===== src/rtl/mpu_pkg.sv =====
// Shared constants for the MPU command path: opcodes, FSM encoding, result width.
package mpu_pkg;

  localparam int RES_W = 16;

  localparam logic [7:0] OP_ADD = 8'h00;
  localparam logic [7:0] OP_SUB = 8'h01;
  localparam logic [7:0] OP_AND = 8'h02;
  localparam logic [7:0] OP_OR  = 8'h03;
  localparam logic [7:0] OP_XOR = 8'h04;
  localparam logic [7:0] OP_MUL = 8'h05;

  localparam logic [RES_W-1:0] ERR_RESULT = 16'hFFFF;

  typedef enum logic [2:0] {
    ST_IDLE    = 3'd0,
    ST_GET_A   = 3'd1,
    ST_GET_B   = 3'd2,
    ST_EXEC    = 3'd3,
    ST_SEND_HI = 3'd4,
    ST_WAIT_HI = 3'd5,
    ST_SEND_LO = 3'd6,
    ST_WAIT_LO = 3'd7
  } state_t;

endpackage


===== src/rtl/mpu_alu.sv =====
// Combinational 8-bit ALU producing a 16-bit result; unknown opcodes give ERR_RESULT.
// Zero latency, no handshake.
module mpu_alu
  import mpu_pkg::*;
(
  input  logic [7:0]       i_op,
  input  logic [7:0]       i_a,
  input  logic [7:0]       i_b,
  output logic [RES_W-1:0] o_result,
  output logic             o_invalid
);

  always_comb begin
    o_result  = '0;
    o_invalid = 1'b0;
    case (i_op)
      OP_ADD:  o_result = {7'd0, {1'b0, i_a} + {1'b0, i_b}};
      // Zero-extended operands give the sign-extended 16-bit difference.
      OP_SUB:  o_result = {8'd0, i_a} - {8'd0, i_b};
      OP_AND:  o_result = {8'd0, i_a & i_b};
      OP_OR:   o_result = {8'd0, i_a | i_b};
      OP_XOR:  o_result = {8'd0, i_a ^ i_b};
      OP_MUL:  o_result = 16'(i_a) * 16'(i_b);
      default: begin
        o_result  = ERR_RESULT;
        o_invalid = 1'b1;
      end
    endcase
  end

endmodule


===== src/rtl/mpu_cmd_ctrl.sv =====
// Collects opcode/A/B frames from the UART receiver, executes them and returns the 16-bit result MSB first.
// First tx byte two cycles after the last rx byte; each tx byte is held until its i_tx_complete.
module mpu_cmd_ctrl
  import mpu_pkg::*;
#(
  parameter int TIMEOUT_CYC = 17361
) (
  input  logic       clk,
  input  logic       rst_n,
  input  logic [7:0] i_rx_d,
  input  logic       i_rx_complete,
  input  logic       i_rx_error,
  input  logic       i_tx_complete,
  output logic [7:0] o_tx_d,
  output logic       o_tx_en,
  output logic       o_busy,
  output logic       o_err
);

  localparam int CNT_W = (TIMEOUT_CYC > 2) ? $clog2(TIMEOUT_CYC) : 2;
  localparam logic [CNT_W-1:0] TMO_MAX = CNT_W'(TIMEOUT_CYC - 1);

  state_t state, state_nxt;

  logic [7:0]       op_q, a_q, b_q;
  logic [RES_W-1:0] res_q;
  logic [CNT_W-1:0] tmo_cnt;

  logic [RES_W-1:0] alu_res;
  logic             alu_invalid;

  logic       rx_phase, accept, timeout;
  logic [7:0] tx_d_nxt;
  logic       tx_en_nxt, busy_nxt, err_nxt;

  mpu_alu u_alu (
    .i_op      (op_q),
    .i_a       (a_q),
    .i_b       (b_q),
    .o_result  (alu_res),
    .o_invalid (alu_invalid)
  );

  // A byte flagged with a receive error is never taken.
  assign rx_phase = (state == ST_IDLE) || (state == ST_GET_A) || (state == ST_GET_B);
  assign accept   = rx_phase && i_rx_complete && !i_rx_error;
  assign timeout  = ((state == ST_GET_A) || (state == ST_GET_B)) && (tmo_cnt == TMO_MAX);

  always_ff @(posedge clk or negedge rst_n) begin
    if (!rst_n) state <= ST_IDLE;
    else        state <= state_nxt;
  end

  always_comb begin
    state_nxt = state;
    case (state)
      ST_IDLE:    if (accept) state_nxt = ST_GET_A;
      ST_GET_A: begin
        if (i_rx_error)   state_nxt = ST_IDLE;
        else if (accept)  state_nxt = ST_GET_B;
        else if (timeout) state_nxt = ST_IDLE;
      end
      ST_GET_B: begin
        if (i_rx_error)   state_nxt = ST_IDLE;
        else if (accept)  state_nxt = ST_EXEC;
        else if (timeout) state_nxt = ST_IDLE;
      end
      ST_EXEC:    state_nxt = ST_SEND_HI;
      ST_SEND_HI: state_nxt = ST_WAIT_HI;
      ST_WAIT_HI: if (i_tx_complete) state_nxt = ST_SEND_LO;
      ST_SEND_LO: state_nxt = ST_WAIT_LO;
      ST_WAIT_LO: if (i_tx_complete) state_nxt = ST_IDLE;
      default:    state_nxt = ST_IDLE;
    endcase
  end

  // Outputs are registered from the next state so they line up with the state itself.
  always_comb begin
    tx_en_nxt = (state_nxt == ST_SEND_HI) || (state_nxt == ST_SEND_LO);
    busy_nxt  = (state_nxt == ST_EXEC)    || (state_nxt == ST_SEND_HI) ||
                (state_nxt == ST_WAIT_HI) || (state_nxt == ST_SEND_LO) ||
                (state_nxt == ST_WAIT_LO);
    err_nxt   = (rx_phase && i_rx_error) ||
                (timeout && !i_rx_complete) ||
                ((state == ST_GET_B) && accept && alu_invalid);
    tx_d_nxt  = o_tx_d;
    if (state == ST_EXEC)         tx_d_nxt = alu_res[15:8];
    else if (state == ST_WAIT_HI) tx_d_nxt = i_tx_complete ? res_q[7:0] : o_tx_d;
  end

  always_ff @(posedge clk or negedge rst_n) begin
    if (!rst_n) begin
      o_tx_d  <= 8'h00;
      o_tx_en <= 1'b0;
      o_busy  <= 1'b0;
      o_err   <= 1'b0;
    end else begin
      o_tx_d  <= tx_d_nxt;
      o_tx_en <= tx_en_nxt;
      o_busy  <= busy_nxt;
      o_err   <= err_nxt;
    end
  end

  always_ff @(posedge clk or negedge rst_n) begin
    if (!rst_n) begin
      op_q  <= 8'h00;
      a_q   <= 8'h00;
      b_q   <= 8'h00;
      res_q <= '0;
    end else begin
      if (accept && (state == ST_IDLE))  op_q <= i_rx_d;
      if (accept && (state == ST_GET_A)) a_q  <= i_rx_d;
      if (accept && (state == ST_GET_B)) b_q  <= i_rx_d;
      if (state == ST_EXEC)              res_q <= alu_res;
    end
  end

  // Counts idle cycles only while a frame is partially received.
  always_ff @(posedge clk or negedge rst_n) begin
    if (!rst_n) tmo_cnt <= '0;
    else if (accept || ((state_nxt != ST_GET_A) && (state_nxt != ST_GET_B)))
      tmo_cnt <= '0;
    else
      tmo_cnt <= tmo_cnt + 1'b1;
  end

endmodule


===== config.mk =====
export PLATFORM = sky130hd
export DESIGN_NAME = mpu_cmd_ctrl
export DESIGN_NICKNAME = d
export VERILOG_FILES = /design/src/rtl/mpu_pkg.sv /design/src/rtl/mpu_alu.sv /design/src/rtl/mpu_cmd_ctrl.sv
export SDC_FILE = /design/constraint.sdc
export NUM_CORES = 1
export LEC_CHECK = 0
export ABC_AREA = 1
export CORE_MARGIN = 2
export CORE_UTILIZATION = 50
export CTS_BUF_LIST = sky130_fd_sc_hd__clkbuf_8
export DETAILED_ROUTE_END_ITERATION = 16
export PLACE_DENSITY = 0.76
export REMOVE_ABC_BUFFERS = 1
export SLEW_MARGIN = 0
export SYNTH_ARGS = -nofsm -noshare
export SYNTH_HDL_FRONTEND = slang
export SYNTH_SLANG_ARGS = --single-unit

===== constraint.sdc =====
create_clock -name clk -period 9.6 [get_ports clk]
set_input_delay 1.92 -clock clk [delete_from_list [all_inputs] [get_ports clk]]
set_output_delay 1.92 -clock clk [all_outputs]
set_load 0.01 [all_outputs]

# After elaboration in Yosys (flattened, before gate mapping)
# Cells that the tools add are included.
totals:
  in_bits: 13
  wordCells: 81
  out_inout_bits: 11
  register_bits: 61
op_classes:
  n_bitwise: 3
  muxes: 15
  add_sub_neg: 3
  n_eq_ne: 20
  reduce_logical: 29
  multipliers: 1
ops:
  columns: ["cell", "count"]
  rows:
  - ["$pmux 16 s6", 1]
  - ["$eq 3x3->1 const B", 8]
  - ["$mux 3", 8]
  - ["$mux 8", 3]
  - ["$pmux 3 s8", 1]
  - ["$eq 8x2->1 const B", 2]
  - ["$eq 8x3->1 const B", 2]
  - ["$mul 8x8->16", 1]
  - ["$add 15x1->15 const B", 1]
  - ["$eq 15x15->1 const B", 1]
  - ["$mux 15", 1]
  - ["$logic_or 1x1->1", 11]
  - ["$logic_and 1x1->1", 10]
  - ["$add 8x8->9", 1]
  - ["$eq 3x2->1 const B", 3]
  - ["$sub 8x8->9", 1]
  - ["$and 8x8->8", 1]
  - ["$eq 8x1->1 const B", 1]
  - ["$logic_not 8->1", 1]
  - ["$or 8x8->8", 1]
  - ["$xor 8x8->8", 1]
  - ["$reduce_or 6->1", 1]
  - ["$reduce_bool 2->1", 2]
  - ["$eq 3x1->1 const B", 1]
  - ["6 further kinds", 7]

# Longest topological paths before layout
# Gate-level depths: netlist of the first run.
depth:
  ltp_word: 13
  ltp_mapped: 23
  ltp_nobuf: 22

# By module
# A second synthesis of the first run with hierarchy kept.
hier_totals:
  hier_cells: 926
  area_unflattened_um2: 6636.4
modules_own_cells:
  columns: ["module", "cells_per_inst", "seq_area_each_um2", "area_per_inst_um2", "instances"]
  rows:
  - ["mpu_alu", 639, 0.0, 3893.7, 1]
  - ["mpu_cmd_ctrl", 287, 1526.5, 2742.6, 1]

# Worst setup path after synthesis of the first run
# Ideal clock, no wire load.
synth_path:
  path_kind: "flip-flop to flip-flop"
  start: "register a_q[1]"
  end: "register o_tx_d[2]"
  path_buffers: 1
  period_less_slack_ns: 4.040
  t_arrival_ns: 3.962
  path_stages_with_launch: 22
  setup_slack_ns: 5.560
  required_time_ns: 9.523
  cell_sequence: "dfrtp_1 clkbuf_1 nand2_1 inv_1 fa_1 fa_1 fa_1 inv_1 fa_1 inv_1 ha_1 nand2_1 inv_1 nand2_1 nand2_1 inv_1 nand2_1 a21oi_1 o21ai_0 nand2_1 nand2_1 a21oi_1"
synth_between:
  elab_chain_len: 3
  word_cells_on_any_way: 4
  cone_classes: "add/sub (1); mul (1); mux (2)"
synth_rtl:
  columns: ["element", "line", "rtl"]
  rows:
  - ["start: declaration", "mpu_cmd_ctrl.sv:25", "logic [7:0] op_q, a_q, b_q;"]
  - ["start signal: assignment", "mpu_cmd_ctrl.sv:113", "if (accept && (state == ST_GET_A)) a_q <= i_rx_d;"]
  - ["$mul 8x8->16 or $sub 8x8->9 (tied branches)", "mpu_alu.sv:23, mpu_alu.sv:19", null]
  - ["$pmux 16 s6 (*)", "mpu_alu.sv:16", "case (i_op)"]
  - ["$mux 8 (*)", "mpu_cmd_ctrl.sv:87", "if (state == ST_EXEC) tx_d_nxt = alu_res[15:8];"]
  - ["end signal: assignment", "mpu_cmd_ctrl.sv:98", "o_tx_d <= tx_d_nxt;"]
  - ["end: declaration", "mpu_cmd_ctrl.sv:14", "output logic [7:0] o_tx_d,"]
# Mark *: on every way between the ends. The rest lies on a longest branch, timed or not.
# A chain may end at the register's enable or synchronous reset.

# Worst setup path in the final report of the first run
layout_path:
  start: "register a_q[4]"
  end: "register o_tx_d[7]"
# The elaborated chain is that of the path after synthesis.

==> results.json, run 1 <==
{
  "ant_nets": 0,
  "ys_seq_area_share_pct": 23.5,
  "grt_pass1_vias": 5469,
  "holdCritPathClass": "reg2reg",
  "finClkSkew_ns": 0.0167,
  "first_pass_iters": 5,
  "min_period_ns": 4.33,
  "postCtsSetupRepairBufs": 0,
  "critPathKind": "reg2reg",
  "synthArstFlopShare_pct": 100,
  "yosys.area.top_type": "dfrtp_1",
  "end_kind": "register",
  "fillers": 1239,
  "crit_path_max_fanout": 11,
  "synth-edff-count": 0,
  "ctsResizeCount": 0,
  "nets": 1036,
  "arrival_ns": 4.61,
  "seqPwrFrac_pct": 26.7,
  "clkPwrFrac_pct": 13.8,
  "netlist_area_mm2": 0.00651,
  "total_power_uw": 1900,
  "drt_iter0_drc": 540,
  "synth_flop_cell": "dfrtp_1",
  "synth-seq-cells": 61,
  "cp_slowest_stage_delay_ns": 0.58,
  "cp.buffers_inverters": 2,
  "syn-instance-count": 916,
  "cts_num_sinks": 61,
  "p_leak_uw": 0.00393,
  "num_antenna_cells": 0,
  "start_util_pct": 51.3,
  "wirelength_mm": 15.5,
  "die_w_um": 118,
  "fin_setup_tns_ns": 0,
  "die-area_mm2": 0.0139,
  "h-tree-depth": 3,
  "synth_cell_types": 40,
  "p_comb_share_pct": 59.5,
  "vias": 5606,
  "grt_overflow_total": 0,
  "rrSetupSlack_ns": 5.27,
  "cap_violations": 0,
  "cp_top_family": "adder cells",
  "synthTopCellsByCount": "nand2_1, inv_1, nand3_1",
  "die_h_um": 118,
  "sw_frac_of_total_pct": 51.7,
  "cts_tree": "done",
  "power_density_mw_per_mm2": 269,
  "post-synth-top-count-cell": "nand2_1",
  "worstSkewPairLatency_ns": 0.37,
  "vdd_drop_max_v": 0.000122,
  "drive_gt1_share_pct": 7.33,
  "synthTopCellsByArea": "dfrtp_1, nand2_1, ha_1",
  "p_switching_uw": 982,
  "worst_slew_pin_slew_ns": 0.834,
  "cellInternalPower_uw": 917,
  "drc_errors": 0,
  "hold_violations": 0,
  "startpoint_type": "register",
  "finalCritPeriodShare_pct": 45.1,
  "wl_per_cell_um": 14.1,
  "grt_max_degree": 62,
  "fin_util_pct": 55.6,
  "holdBufCountCts": 0,
  "finalMaxSlewViolations": 0,
  "io_pins": 24,
  "status": "completed",
  "path_cells": "ha_1 -> fa_1 -> fa_1 -> fa_1 -> inv_1 -> fa_1 -> inv_1 -> ha_1 -> nand2_1 -> nand2_1 -> nand2_1 -> nand2_1 -> nand2_1 -> nand3_1 -> nand2_1 -> nand3_1 -> nand2_1 -> nand2_1 -> a21oi_1",
  "cpMostUsedCell": "nand2_1",
  "required_ns": 9.89,
  "fmax_ghz": 0.231,
  "antenna_found_initial": 0,
  "grt_pass1_wl_mm": 26.1,
  "finalSetupViolCount": 0,
  "dp_hpwl_mm": 12.1,
  "routed_via_density": 5.10,
  "clkTransAtPathRegs_ns": 0.07,
  "cts_root_buf": "clkbuf_8",
  "gp_congestion": 0.962,
  "fp.coreArea_mm2": 0.0127,
  "relSlewSlack_pct": 44.2,
  "slowest_stage": "fa_1",
  "synth_top_area_share_pct": 23.5,
  "rsz0062_at_grt": "false",
  "rows": 41,
  "area_delta_synth_final_pct": 8.35,
  "syn_area_per_cell_um2": 7.10,
  "yosysWarnings": 0,
  "cts_buffers": 9,
  "port_buffers": 23,
  "grtUsageTotal_pct": 23.5,
  "max-clock-path-buffers": 2
}
area by class of cell:
type                            count  area [um^2]  area share [%]
Clock inverter                      5         73.8            1.05
Sequential cell                    61         1530            21.7
Tap cell                          172          215            3.05
Multi-Input combinational cell    623         4080            57.9
Inverter                          204          766            10.9
Timing Repair Buffer               24          233            3.30
Clock buffer                       11          151            2.15
logic make-up (layout without fill, tap and decap cells):
kind of cell,count (synthesis),in the layout,synth area share (%)
fa+ha+maj,100,100,23.6
flops,61,61,23.5
buf+inv,232,244,13.8
xor+xnor,16,16,2.15
compound gates,92,92,8.31
simple gates,415,415,28.7
layer usage:
| layer | global-route usage (%) | up-vias | routed length [um] |
|---|---|---|---|
| li1 | - | 2810 | - |
| met1 | 31.6 | 2570 | 7140 |
| met2 | 37.4 | 184 | 6930 |
| met3 | 3.39 | 42 | 836 |
| met4 | 10.8 | 0 | 580 |
| met5 | 0 | - | 0 |
worst min-delay path, cell delays in order (launching register included):
cell     delay (ns)
dfrtp_1        0.34
nand2_1        0.05
nand2_1        0.05
path summary, 6_finish.rpt:
kind	start	end	cells past startpoint
max	a_q[4]	o_tx_d[7]	19
min	res_q[5]	res_q[5]	2
max reg2reg	a_q[4]	o_tx_d[7]	19
min reg2reg	res_q[5]	res_q[5]	2
max in group asynchronous	rst_n	b_q[5]	2
min in group asynchronous	rst_n	res_q[1]	2
power groups by stage:
stage | Sequential, uW | Clock (uW) | Combinational [uW]
finish | 507 | 262 | 1130
global route | 520 | 280 | 1290
CTS | 503 | 267 | 1120
detailed placement | 507 | 0 | 1120
global placement | 505 | 0 | 1100
floorplan | 465 | 0 | 827
metrics by stage:
step / area, um^2 / std cells / worst slack [ns] / hold WS (ns)
final: 7050 / 1100 / 5.27 / 0.478
after global placement: 6820 / 1084 / 5.32 / 0.459
after floorplan: 6380 / 888 / 5.61 / 0.444
after CTS: 7050 / 1100 / 5.26 / 0.481
after detailed placement: 6820 / 1084 / 5.25 / 0.462
after global routing: 7050 / 1100 / 4.89 / 0.509
state kept, by name, indices dropped and copies added, names as in the netlist:
register and count:
o_err 1, tmo_cnt 15, b_q 8, o_tx_en 1
o_busy 1, o_tx_d 8, state 3, a_q 8
op_q 8, res_q 8
placed cells by master (no fill, tap or decap), drive strengths merged:
master and instances:
o2111ai 3, fa 38, o21ai 52, a21oi 27, a31o 1, nor2 65, o211ai 4, xor2 9
nor3 8, dfrtp 61, clkbuf 11, or2 5, nand4 16, o221ai 1, nand2 253, xnor2 7
o22ai 1, bufinv 2, a211oi 1, o21bai 2, ha 62, buf 2, clkdlybuf4s50 22, inv 204
nand3 67, nand3b 1, clkinv 3
(Power assumes the default switching activity.)
==> inputs of run 2 (changes only) <==
==> constraint.sdc (replaced) <==
create_clock -name clk -period 4.1 [get_ports clk]
set_input_delay 0.82 -clock clk [delete_from_list [all_inputs] [get_ports clk]]
set_output_delay 0.82 -clock clk [all_outputs]
set_load 0.01 [all_outputs]
==> run 2 against run 1 <==
Against the previous run:
- register-to-register slack got worse by 5.1 ns
- critical endpoint is now o_tx_d[3]
- total power rose to 2.5 times the previous value
- global-route usage fell by 0.22 points
- flip-flop and latch count did not move
- core utilization rose by 3.3 points
- clock power rose by 120%
- final cell count rose by 2.7%
- via count rose by 1.1%
- wire length rose by 1.1%
- cell area rose by 5.9%
- worst setup slack got worse by 5.1 ns
==> results.json, run 2 (synthesis results as in run 1) <==
{
  "wirelength_mm": 15.7,
  "wl_per_cell_um": 13.9,
  "grt_max_degree": 30,
  "fin_setup_tns_ns": 0,
  "routed_via_density": 5.01,
  "gp_congestion": 0.924,
  "critPathKind": "reg2reg",
  "worstSkewPairLatency_ns": 0.37,
  "die_h_um": 118,
  "num_antenna_cells": 0,
  "fin_ws_ns": 0.162,
  "hold_violations": 0,
  "holdCritPathClass": "in2async",
  "sw_frac_of_total_pct": 49.9,
  "clkPwrFrac_pct": 12.0,
  "end_kind": "register",
  "relSlewSlack_pct": 43.7,
  "layout_commonest_cell": "nand2_1",
  "nets": 1066,
  "required_ns": 4.39,
  "finalMaxSlewViolations": 0,
  "port_buffers": 23,
  "p_switching_uw": 2410,
  "cellInternalPower_uw": 2410,
  "cts_tree": "done",
  "rsz0062_at_grt": "true",
  "fin_util_pct": 58.9,
  "cts_root_buf": "clkbuf_8",
  "first_pass_iters": 6,
  "final_cell_mix": "nand2_1, inv_1, nand3_1, ha_1, dfrtp_1",
  "worst_slew_pin_slew_ns": 0.841,
  "fmax_ghz": 0.254,
  "largest_register": "tmo_cnt",
  "seqPwrFrac_pct": 21.9,
  "grt_pass1_wl_mm": 26.2,
  "power_density_mw_per_mm2": 645,
  "largest_reg_flops": 15,
  "start_util_pct": 51.3,
  "antenna_found_initial": 0,
  "finalCritPeriodShare_pct": 96.0,
  "vdd_drop_max_v": 0.000265,
  "fp.coreArea_mm2": 0.0127,
  "dp_slack_ns": 0.000839,
  "p_comb_share_pct": 66.1,
  "startpoint_type": "register",
  "min_period_ns": 3.94,
  "timing.rr.start": "a_q[5]",
  "die_w_um": 118,
  "finalSetupViolCount": 0,
  "final_cells": 1130,
  "die-area_mm2": 0.0139,
  "dp.cells": 1111,
  "setup.worst_path.start": "a_q[5]",
  "io_pins": 24,
  "drt_iter0_drc": 507,
  "ant_nets": 0,
  "grtUsageTotal_pct": 23.3,
  "fillers": 1175,
  "arrival_ns": 4.23,
  "crit_path_max_fanout": 7,
  "cts_num_sinks": 61,
  "cap_violations": 0,
  "h-tree-depth": 3,
  "rows": 41,
  "vias": 5665,
  "grt_pass1_vias": 5603,
  "holdWs_ns": 0.467,
  "drive_gt1_share_pct": 14.9,
  "clkTransAtPathRegs_ns": 0.07,
  "status": "completed",
  "drc_errors": 0,
  "area_delta_synth_final_pct": 14.8,
  "grt_overflow_total": 0,
  "max-clock-path-buffers": 2,
  "holdBufCountCts": 0,
  "p_leak_uw": 0.00407,
  "dp_hpwl_mm": 12.2,
  "finClkSkew_ns": 0.00982,
  "cts_buffers": 9
}
## run 2: changes by cell type in the layout (fill, tap and decap cells not counted), moves of 8 or more
| cell | before | now |
|---|---|---|
| ha_1 | 62 | 53 |
| buf_4 | 1 | 30 |
| nand2_1 | 246 | 233 |
| dfrtp_2 | 0 | 8 |
| dfrtp_1 | 61 | 53 |
| nand2_2 | 6 | 18 |
## run 2: metal layers
metal / vias up / global-route usage, % / share of wire, %
met3: 34 / 4.99 / 5.1
met1: 2604 / 30.1 / 45
met2: 158 / 38.7 / 48
met4: 0 / 7.53 / 2.3
met5: - / 0 / 0
li1: 2869 / - / -
## run 2: layout make-up
cell class / instances / area, um^2 / area share (%)
repair buffers: 54 / 462 / 6.18
flip-flops and latches: 61 / 1540 / 20.6
inverters: 204 / 766 / 10.3
clock buffers: 9 / 124 / 1.66
well taps: 172 / 215 / 2.88
clock inverters: 7 / 82.6 / 1.11
multi-input cells: 623 / 4280 / 57.3
## run 2: power groups by stage
| stage | logic (uW) | clock network [uW] | registers, uW |
|---|---|---|---|
| 2_1_floorplan | 1940 | 0 | 1090 |
| 3_3_place_gp | 2820 | 0 | 1050 |
| 3_5_place_dp | 2870 | 0 | 1060 |
| 4_1_cts | 2890 | 587 | 1050 |
| 5_1_grt | 3590 | 619 | 1090 |
| 6_report | 3190 | 578 | 1060 |
## run 2: critical path, cell delays in order, from the launching register on
cell	delay, ns
dfrtp_2	0.44
buf_4	0.19
ha_1	0.24
fa_1	0.57
fa_1	0.44
fa_1	0.51
ha_1	0.35
ha_4	0.28
nand2_1	0.08
nand2_1	0.07
inv_1	0.08
nand2_2	0.07
inv_1	0.05
nand2_1	0.08
a21oi_2	0.13
o21ai_1	0.08
nand2_1	0.06
nand2_1	0.04
a21oi_1	0.11
## run 2: worst paths after layout
kind                                   to  slack (ns)  depth (start not counted)
worst max-delay path            o_tx_d[3]        0.16                         18
worst min-delay path             res_q[0]        0.47                          1
worst max register to register  o_tx_d[3]        0.16                         18
worst min register to register   res_q[3]        0.47                          2
max in group asynchronous          b_q[3]        2.89                          2
min in group clk                 res_q[3]        0.47                          2
## run 2: per-stage QoR
step                total power, uW  area, um^2
CTS                            4530        7240
detailed placement             3930        7030
floorplan                      3020        6380
finish                         4820        7470
global placement               3870        7030
global route                   5300        7470
## run 2: timing repair
| action | 4_1_cts | 5_1_grt |
|---|---|---|
| resized for setup | 1 | 54 |
| setup buffers | 1 | 2 |
| endpoints found under the setup margin | 2 | 10 |
| pin swaps | 0 | 15 |
| endpoints found under the hold margin | 0 | 0 |
